<file path="src/rtl/axi_rd_pkg.sv">
// Shared types and encodings for the AXI burst read master and its helpers.
package axi_rd_pkg;

  // Burst type encodings
  localparam logic [1:0] BURST_FIXED = 2'b00;
  localparam logic [1:0] BURST_INCR  = 2'b01;
  localparam logic [1:0] BURST_WRAP  = 2'b10;

  // Response encodings; numeric order doubles as severity order
  localparam logic [1:0] RESP_OKAY   = 2'b00;
  localparam logic [1:0] RESP_EXOKAY = 2'b01;
  localparam logic [1:0] RESP_SLVERR = 2'b10;
  localparam logic [1:0] RESP_DECERR = 2'b11;

  // Field widths of the latched command; the master's ADDR_W/LEN_W/SIZE_W
  // must not exceed these.
  localparam int AXI_ADDR_W = 32;
  localparam int AXI_LEN_W  = 8;
  localparam int AXI_SIZE_W = 3;

  typedef enum logic [1:0] {IDLE, ADDR, DATA, DONE} state_t;

  typedef struct packed {
    logic [AXI_ADDR_W-1:0] addr;
    logic [AXI_LEN_W-1:0]  len;
    logic [AXI_SIZE_W-1:0] size;
    logic [1:0]            burst;
    logic [3:0]            cache;
  } cmd_t;

endpackage

</file>
<file path="src/rtl/axi_beat_addr_gen.sv">
// Combinational next-beat address for FIXED/INCR/WRAP bursts.
module axi_beat_addr_gen
  import axi_rd_pkg::*;
#(
  parameter int ADDR_W = 32,
  parameter int LEN_W  = 8,
  parameter int SIZE_W = 3
) (
  input  logic [ADDR_W-1:0] cur_addr,
  input  logic [ADDR_W-1:0] start_addr,
  input  logic [LEN_W-1:0]  len,
  input  logic [SIZE_W-1:0] size,
  input  logic [1:0]        burst,
  output logic [ADDR_W-1:0] next_addr
);

  logic [ADDR_W-1:0] bytes;
  logic [ADDR_W-1:0] incr;
  logic [ADDR_W-1:0] win;
  logic [ADDR_W-1:0] lower;

  // Step the beat address; WRAP folds back to the window base at its end
  always_comb begin
    bytes = ADDR_W'(1) << size;
    incr  = (cur_addr & ~(bytes - ADDR_W'(1))) + bytes;
    win   = (ADDR_W'(len) + ADDR_W'(1)) << size;
    lower = cur_addr & ~(win - ADDR_W'(1));
    case (burst)
      BURST_FIXED: next_addr = start_addr;
      BURST_INCR:  next_addr = incr;
      BURST_WRAP:  next_addr = (incr == lower + win) ? lower : incr;
      default:     next_addr = cur_addr;
    endcase
  end

endmodule

</file>
<file path="src/rtl/axi_master_rd_burst.sv">
// AXI read master: one burst at a time, beats forwarded with their address.
module axi_master_rd_burst
  import axi_rd_pkg::*;
#(
  parameter int ADDR_W = 32,
  parameter int DATA_W = 32,
  parameter int LEN_W  = 8,
  parameter int SIZE_W = 3
) (
  input  logic              aclk,
  input  logic              areset_n,
  input  logic              cmd_valid,
  output logic              cmd_ready,
  input  logic [ADDR_W-1:0] cmd_addr,
  input  logic [LEN_W-1:0]  cmd_len,
  input  logic [SIZE_W-1:0] cmd_size,
  input  logic [1:0]        cmd_burst,
  input  logic [3:0]        cmd_cache,
  output logic              ar_valid,
  input  logic              ar_ready,
  output logic [ADDR_W-1:0] ar_addr,
  output logic [LEN_W-1:0]  ar_len,
  output logic [SIZE_W-1:0] ar_size,
  output logic [1:0]        ar_burst,
  output logic [3:0]        ar_cache,
  input  logic              r_valid,
  output logic              r_ready,
  input  logic [DATA_W-1:0] r_data,
  input  logic [1:0]        r_resp,
  input  logic              r_last,
  output logic              rd_valid,
  input  logic              rd_ready,
  output logic [DATA_W-1:0] rd_data,
  output logic [ADDR_W-1:0] rd_addr,
  output logic [1:0]        rd_resp,
  output logic              rd_last,
  output logic              done_valid,
  output logic [1:0]        done_resp,
  output logic              done_err_illegal,
  output logic              done_err_last,
  output logic              busy
);

  localparam int MAX_SIZE = $clog2(DATA_W / 8);

  state_t            state, state_nxt;
  cmd_t              cmd_q;
  logic [ADDR_W-1:0] beat_addr, next_addr;
  logic [LEN_W-1:0]  beat_cnt;
  logic              accept, illegal, r_hs, last_cnt, burst_end;

  // Commands that must never reach the bus
  function automatic logic cmd_illegal(input logic [ADDR_W-1:0] addr,
                                       input logic [LEN_W-1:0]  len,
                                       input logic [SIZE_W-1:0] size,
                                       input logic [1:0]        burst);
    logic [23:0] off, span;
    logic        bad;
    off  = 24'(addr[11:0]) & ~((24'd1 << size) - 24'd1);
    span = (24'(len) + 24'd1) << size;
    bad  = 1'b0;
    if (burst == 2'b11) bad = 1'b1;
    if (int'(size) > MAX_SIZE) bad = 1'b1;
    if (burst == BURST_WRAP) begin
      if (!(len inside {LEN_W'(1), LEN_W'(3), LEN_W'(7), LEN_W'(15)})) bad = 1'b1;
      if ((addr & ((ADDR_W'(1) << size) - ADDR_W'(1))) != '0) bad = 1'b1;
    end
    // Last byte of an INCR burst must stay in the start 4 KB page
    if (burst == BURST_INCR && ((off + span - 24'd1) >> 12) != 24'd0) bad = 1'b1;
    return bad;
  endfunction

  assign accept    = cmd_valid && cmd_ready;
  assign illegal   = cmd_illegal(cmd_addr, cmd_len, cmd_size, cmd_burst);
  assign r_ready   = (state == DATA) && (!rd_valid || rd_ready);
  assign r_hs      = r_valid && r_ready;
  assign last_cnt  = (beat_cnt == cmd_q.len[LEN_W-1:0]);
  assign burst_end = r_hs && (last_cnt || r_last);
  assign busy      = (state != IDLE);

  assign ar_addr  = cmd_q.addr[ADDR_W-1:0];
  assign ar_len   = cmd_q.len[LEN_W-1:0];
  assign ar_size  = cmd_q.size[SIZE_W-1:0];
  assign ar_burst = cmd_q.burst;
  assign ar_cache = cmd_q.cache;

  axi_beat_addr_gen #(
    .ADDR_W (ADDR_W),
    .LEN_W  (LEN_W),
    .SIZE_W (SIZE_W)
  ) u_addr_gen (
    .cur_addr   (beat_addr),
    .start_addr (cmd_q.addr[ADDR_W-1:0]),
    .len        (cmd_q.len[LEN_W-1:0]),
    .size       (cmd_q.size[SIZE_W-1:0]),
    .burst      (cmd_q.burst),
    .next_addr  (next_addr)
  );

  // State register; cmd_ready is registered so it stays low through reset
  always_ff @(posedge aclk or negedge areset_n) begin
    if (!areset_n) begin
      state     <= IDLE;
      cmd_ready <= 1'b0;
    end else begin
      state     <= state_nxt;
      cmd_ready <= (state_nxt == IDLE);
    end
  end

  // Next-state and per-state handshake outputs
  always_comb begin
    state_nxt  = state;
    ar_valid   = 1'b0;
    done_valid = 1'b0;
    case (state)
      IDLE: if (accept) state_nxt = illegal ? DONE : ADDR;
      ADDR: begin
        ar_valid = 1'b1;
        if (ar_ready) state_nxt = DATA;
      end
      DATA: if (burst_end) state_nxt = DONE;
      DONE: begin
        done_valid = 1'b1;
        state_nxt  = IDLE;
      end
      default: state_nxt = IDLE;
    endcase
  end

  // Command latch, beat tracking and completion status
  always_ff @(posedge aclk or negedge areset_n) begin
    if (!areset_n) begin
      cmd_q            <= '0;
      beat_addr        <= '0;
      beat_cnt         <= '0;
      done_resp        <= RESP_OKAY;
      done_err_illegal <= 1'b0;
      done_err_last    <= 1'b0;
    end else if (accept) begin
      cmd_q            <= '{addr: AXI_ADDR_W'(cmd_addr), len: AXI_LEN_W'(cmd_len),
                            size: AXI_SIZE_W'(cmd_size), burst: cmd_burst, cache: cmd_cache};
      beat_addr        <= cmd_addr;
      beat_cnt         <= '0;
      done_resp        <= RESP_OKAY;
      done_err_illegal <= illegal;
      done_err_last    <= 1'b0;
    end else if (r_hs) begin
      beat_addr <= next_addr;
      beat_cnt  <= beat_cnt + LEN_W'(1);
      if (r_resp > done_resp) done_resp <= r_resp;
      // Ending beat disagreeing with r_last: either early or missing last
      if (burst_end) done_err_last <= last_cnt ^ r_last;
    end
  end

  // Stage boundary: R beat -> single-entry output register
  always_ff @(posedge aclk or negedge areset_n) begin
    if (!areset_n) begin
      rd_valid <= 1'b0;
      rd_data  <= '0;
      rd_addr  <= '0;
      rd_resp  <= RESP_OKAY;
      rd_last  <= 1'b0;
    end else if (r_hs) begin
      rd_valid <= 1'b1;
      rd_data  <= r_data;
      rd_addr  <= beat_addr;
      rd_resp  <= r_resp;
      rd_last  <= burst_end;
    end else if (rd_ready) begin
      rd_valid <= 1'b0;
    end
  end

endmodule

</file>
<file path="config.mk">
export PLATFORM = sky130hd
export DESIGN_NAME = axi_master_rd_burst
export DESIGN_NICKNAME = d
export VERILOG_FILES = /design/src/rtl/axi_rd_pkg.sv /design/src/rtl/axi_beat_addr_gen.sv /design/src/rtl/axi_master_rd_burst.sv
export SDC_FILE = /design/constraint.sdc
export NUM_CORES = 1
export LEC_CHECK = 0
export CORE_ASPECT_RATIO = 0.5
export CORE_MARGIN = 8
export CORE_UTILIZATION = 40
export DETAILED_ROUTE_END_ITERATION = 8
export PLACE_DENSITY_LB_ADDON = 0.2
export SYNTH_ARGS = -nofsm -noshare
export SYNTH_HDL_FRONTEND = slang
export SYNTH_HIERARCHICAL = 1
export SYNTH_SLANG_ARGS = --single-unit
</file>
<file path="constraint.sdc">
create_clock -name aclk -period 6.25 [get_ports aclk]
set_input_delay 1.25 -clock aclk [delete_from_list [all_inputs] [get_ports aclk]]
set_output_delay 1.25 -clock aclk [all_outputs]
set_load 0.03 [all_outputs]
</file>
==> flow_summary.toml, run 1 <==
[floorplanning]
rows = 49
die_y_um = 150.8
start_util_pct = 40.55
core_um2 = 35870
io_pins = 216
die_area_um2 = 43090
fp.dieW_um = 285.7

[yosys]
syn_nets = 2081
synth_cell_type_count = 107
async_reset_ff_share_pct = 100.0
synth.area.top_cells = "dfrtp_1, nand2_1, o21ai_0"
synth.top_cell.area_share_pct = 28.22
avgSynthCellArea_um2 = 7.478
synth_common_cells = "nand2_1, dfrtp_1, nor2_1"
synth_edf_count = 0
syn-cell-area_um2 = 14550
synth.ff_latch_count = 164
yosysTopAreaCell = "dfrtp_1"
synth_warnings = 6
ys_seq_area_share_pct = 28.22
synth_cells = 1945
synth_most_common_cell = "nand2_1"
synth-main-ff-cell = "dfrtp_1"

[sta]
setup_viol = 3
fin_hold_ws_ns = 0.4730
rsz0062_at_grt = "yes"
hold_violations = 0
layout_setup_ws_ns = -0.02615
max_slew.worst_pin.slew_ns = 1.041
worst_slew_margin_rel_pct = 30.60
tns_ns = -0.06868
fmax_ghz = 0.1593
finClkSkew_ns = 0.01710
drv_slew = 0
post-route-min-period_ns = 6.276
fin_crit_sh_pct = 100.4

[critical_path]
critPathKind = "register to register"
endpoint_kind = "register"
critPathMaxFanout = 6
cp.arrival_ns = 6.56
required_ns = 6.53
worst_setup_path_start_kind = "register"

[final_layout]
layout.nets = 2397
antenna_cells = 0
fill_cells = 3406
fin_cells = 2757
final_util_pct = 54.67
synthToLayoutAreaGrowth_pct = 34.81
drive_gt1_share_pct = 16.85

[drt]
wl_per_cell_um = 20.08
wl_um = 55350
vias = 15760
first_pass_iters = 6
vias_per_cell = 5.717
drtIter0Drc = 1600
ant_nets = 0
drc = 0

[cts]
cts.sinks = 164
h-tree-depth = 4
cts.path.max_buffers = 2
cts_buffers = 17
cts_tree = "yes"
clock_latency_ns = 0.44
cts_hold_buffers = 0
clk_pin_slew_ns = 0.07
clockRootBuffer = "clkbuf_16"

[grt]
grt_usage_pct = 24.07
grt_pass1_vias = 14710
antenna_found_initial = 0
grt_pass1_wl_um = 84100
grt_overflow = 0
grt_max_degree = 157

[power]
p_leak_nw = 8.601
power_density_nw_per_um2 = 564.6
ir_drop_uv = 261.2

[flow_run]
max_cap_viol_count = 0

[placement]
placed_cells = 2701
hpwlAfterDp_um = 41860
gp_congestion = 0.9835
port_buffers = 215

[min_path]
hp-class = "register to register"

[status]
status = "finished, violations left"
violations = "negative setup slack"
-- logic make-up after synthesis --
kind of cell,count (synthesis),synth area share (%)
AOI/OAI and AO/OA,462,22.36
adders and majority gates,46,3.957
and+or+nand+nor,909,29.27
DFF,164,28.22
muxes,66,4.748
xor gates and xnor gates,93,5.695
buffers and inverters,205,5.755
-- sequential cells by signal, summed over array words and instances, names as in the netlist, 3 cells and up --
name and flops:
ar_addr 32, ar_cache 4, ar_len 8, ar_size 3, beat_addr 32, beat_cnt 8
rd_addr 32, rd_data 32
-- critical path, stage by stage (launching register included) --
cell       delay (ns)
dfrtp_2          0.43
ha_4             0.19
buf_6            0.13
xnor2_4          0.20
a211oi_4         0.09
buf_4            0.15
or4_4            0.53
o32ai_4          0.16
nand3_2          0.11
or3_4            0.37
xnor2_2          0.15
and2_4           0.15
ha_4             0.28
xnor3_1          0.23
nand3_1          0.08
a21oi_1          0.06
or4b_4           0.53
a2111oi_4        0.30
o2111ai_2        0.15
nor4_2           0.33
nand4_1          0.15
buf_6            0.17
nor3_4           0.27
buf_6            0.14
nor3_4           0.03
or4_1            0.47
mux2i_1          0.19
o21ai_1          0.08
-- report_power, final --
part           total, mW  internal, mW  switching, mW
Sequential          2.11          1.54          0.568
Combinational       7.93          3.26           4.67
Clock               1.03         0.571          0.459
Total               11.1          5.37           5.70
-- stage by stage --
stage               setup WS [ns]  power [mW]  cell area, µm²
global route              -0.3084       11.77           19610
detailed placement       0.003561       9.572           18390
global placement          0.06743       9.534           18390
CTS                     -0.006156       10.64           18960
finish                   -0.02615       11.07           19610
floorplan                 -0.1485       6.667           14690
-- cell usage in the layout (no fill, tap or decap), drive strengths merged, types with 14 or more instances in the layout --
master / count
a21oi: 73
or3: 14
nor2: 124
a21o: 15
nor3: 44
a31oi: 30
o211ai: 26
or2: 16
xnor2: 53
ha: 46
o21ai: 122
nand2: 473
and3: 19
clkbuf: 21
xor2: 39
nand3: 58
nand4: 29
buf: 221
nor4: 18
a221oi: 14
a211oi: 21
dfrtp: 164
mux2i: 54
o31ai: 20
and2: 23
nand2b: 21
inv: 67
nor2b: 17
clkdlybuf4s50: 214
-- layer usage --
metal	part of all wire, %	GRT usage, %
met5	0	0
met2	47	39.89
met4	1.6	5.490
met1	45	33.43
met3	6.0	3.085
-- what timing repair did --
item | 4_1_cts | 5_1_grt
buffers inserted | 0 | 24
resized for setup | 2 | 108
endpoints found under the setup margin | 3 | 32
pin swaps | 0 | 52
cloned | 0 | 1
-- worst paths after layout --
path                             startpoint       endpoint  slack (ns)  depth (start not counted)
worst max-delay path              ar_len[0]  beat_addr[17]       -0.03                         27
worst max register to register    ar_len[0]  beat_addr[17]       -0.03                         27
min in group asynchronous          areset_n    rd_addr[19]        0.60                          1
worst min register to register  rd_data[11]    rd_data[11]        0.47                          2
worst min-delay path            rd_data[11]    rd_data[11]        0.47                          2
max in group asynchronous          areset_n      ar_len[3]        4.41                          2
-- cell type report --
class	instances	area (µm²)	area share, %
clock buffers	21	460.4	2.348
clock inverters	10	100.1	0.5105
flip-flops and latches	164	4118	21.00
repair buffers	435	3949	20.14
inverters	67	251.5	1.283
multi-input cells	1576	10120	51.63
well taps	484	605.6	3.088
No activity file was read; power rests on OpenSTA's default activity.
==> run 2: changes to the inputs <==
- clock period: 6.25 -> 6.7 ns (I/O delays scaled with it)
==> flow_summary.toml, run 2 (same netlist as run 1, synthesis figures left out) <==
[status]
status = "finished, final reports clean"

[sta]
fmax_ghz = 0.1536
drv_slew = 0
max_slew.worst_pin.slew_ns = 0.9860
setup_viol = 0
layout_setup_ws_ns = 0.1917
worst_slew_margin_rel_pct = 33.71
rsz0062_at_grt = "yes"
hold_violations = 0
post-route-min-period_ns = 6.508
finClkSkew_ns = 0.01386
fin_crit_sh_pct = 97.14

[critical_path]
rrSetupSlack_ns = 0.19
endpoint_kind = "register"
critPathMaxFanout = 13
regToRegStartpoint = "ar_len[0]"
cpPeakStageDelay_ns = 0.54
slowest_stage = "or4_1"
cp.arrival_ns = 6.82
critPathKind = "register to register"
cp-startpoint = "ar_len[0]"
required_ns = 7.01
path_common_cell = "buf_4"
worst_setup_path_start_kind = "register"

[floorplanning]
die_area_um2 = 43090
core_um2 = 35870
die_y_um = 150.8
start_util_pct = 40.55
rows = 49
io_pins = 216
fp.dieW_um = 285.7

[cts]
clk_pin_slew_ns = 0.07
cts.path.max_buffers = 2
clockRootBuffer = "clkbuf_16"
cts_tree = "yes"
cts_buffers = 17
clock_latency_ns = 0.45
cts.sinks = 164
h-tree-depth = 4

[power]
power_density_nw_per_um2 = 530.9
ir_drop_uv = 222.2
p_leak_nw = 8.023

[final_layout]
final_cell_mix = "nand2_1, clkdlybuf4s50_1, dfrtp_1, nor2_1, o21ai_0"
antenna_cells = 0
final_common_cell = "nand2_1"
drive_gt1_share_pct = 11.14
layout.nets = 2295
fill_cells = 3516
synthToLayoutAreaGrowth_pct = 26.78
final_cell_area_um2 = 18440
fin_cells = 2656

[grt]
grt_pass1_vias = 14360
grt_usage_pct = 23.96
antenna_found_initial = 0
grt_max_degree = 165
grt_pass1_wl_um = 82810
grt_overflow = 0

[flow_run]
max_cap_viol_count = 0

[drt]
ant_nets = 0
first_pass_iters = 5
wl_per_cell_um = 20.28
drtIter0Drc = 1408
vias_per_cell = 5.724
drc = 0
wl_um = 53870
vias = 15200

[min_path]
hp-start = "rd_data[1]"
hp-class = "register to register"

[placement]
port_buffers = 215
placed_area_um2 = 17700
gp_congestion = 0.9347
hpwlAfterDp_um = 40970
placed_cells = 2622
post-place-ws_ns = 0.07469
run 2: cell types whose count changed in the layout (fill, tap and decap cells not counted), moves of 4 or more:
cell | previous run | this run
nor2_1 | 120 | 124
buf_4 | 196 | 111
clkinv_4 | 4 | 0
buf_6 | 16 | 4
o21ai_0 | 98 | 115
o21ai_1 | 22 | 6
inv_6 | 2 | 6
run 2: critical path: cells and delay by family (launching register included):
family                     cells  cell delay (ns)
AOI/OAI and AO/OA              5             1.10
adders and majority gates      2             0.49
buffers and inverters          3             0.47
xor gates and xnor gates       1             0.13
DFF                            1             0.37
muxes                          1             0.16
and+or+nand+nor               14             3.64
run 2: area by class of cell:
cell class / count / area [µm²] / share of cell area (%)
Multi-Input combinational cell: 1576 / 9778 / 53.03
Sequential cell: 164 / 4116 / 22.32
Timing Repair Buffer: 333 / 3100 / 16.81
Tap cell: 484 / 605.6 / 3.284
Clock buffer: 19 / 442.9 / 2.402
Inverter: 67 / 251.5 / 1.364
Clock inverter: 13 / 145.1 / 0.7871
run 2: power by group:
group / total, mW / switching (mW) / leakage [nW] / internal (mW)
combinational: 6.79 / 4.13 / 5.69 / 2.66
sequential: 2.00 / 0.557 / 2.05 / 1.44
clock: 1.00 / 0.436 / 0.282 / 0.564
run 2: path summary, 6_finish.rpt:
check | endpoint | cells after the start
max | beat_addr[17] | 26
min | rd_data[1] | 2
max reg2reg | beat_addr[17] | 26
min reg2reg | rd_data[1] | 2
max in group asynchronous | ar_burst[0] | 2
min in group asynchronous | rd_addr[26] | 2
run 2: what timing repair did:
item | 4_1_cts | 5_1_grt
buffers inserted | 0 | 2
hold buffers | 0 | 0
endpoints found under the setup margin | 0 | 32
gates resized for setup | 0 | 30
run 2: through the flow:
stage          setup TNS (ns)  util (%)  hold slack [ns]  power (mW)
2_1_floorplan               0         -           0.4552       6.174
3_3_place_gp                0     49.36           0.4566       8.625
3_5_place_dp                0     49.36           0.4607       8.636
4_1_cts                     0     51.00           0.4780       9.672
5_1_grt               -0.2398     51.41           0.4968       10.45
6_report                    0     51.41           0.4728       9.790
run 2: layer usage:
layer	share of wire [%]	GRT usage, %	up-vias
met5	0	0	-
li1	-	-	7359
met1	45	33.18	7270
met3	6.4	4.463	73
met4	2.4	7.429	0
met2	46	37.82	501
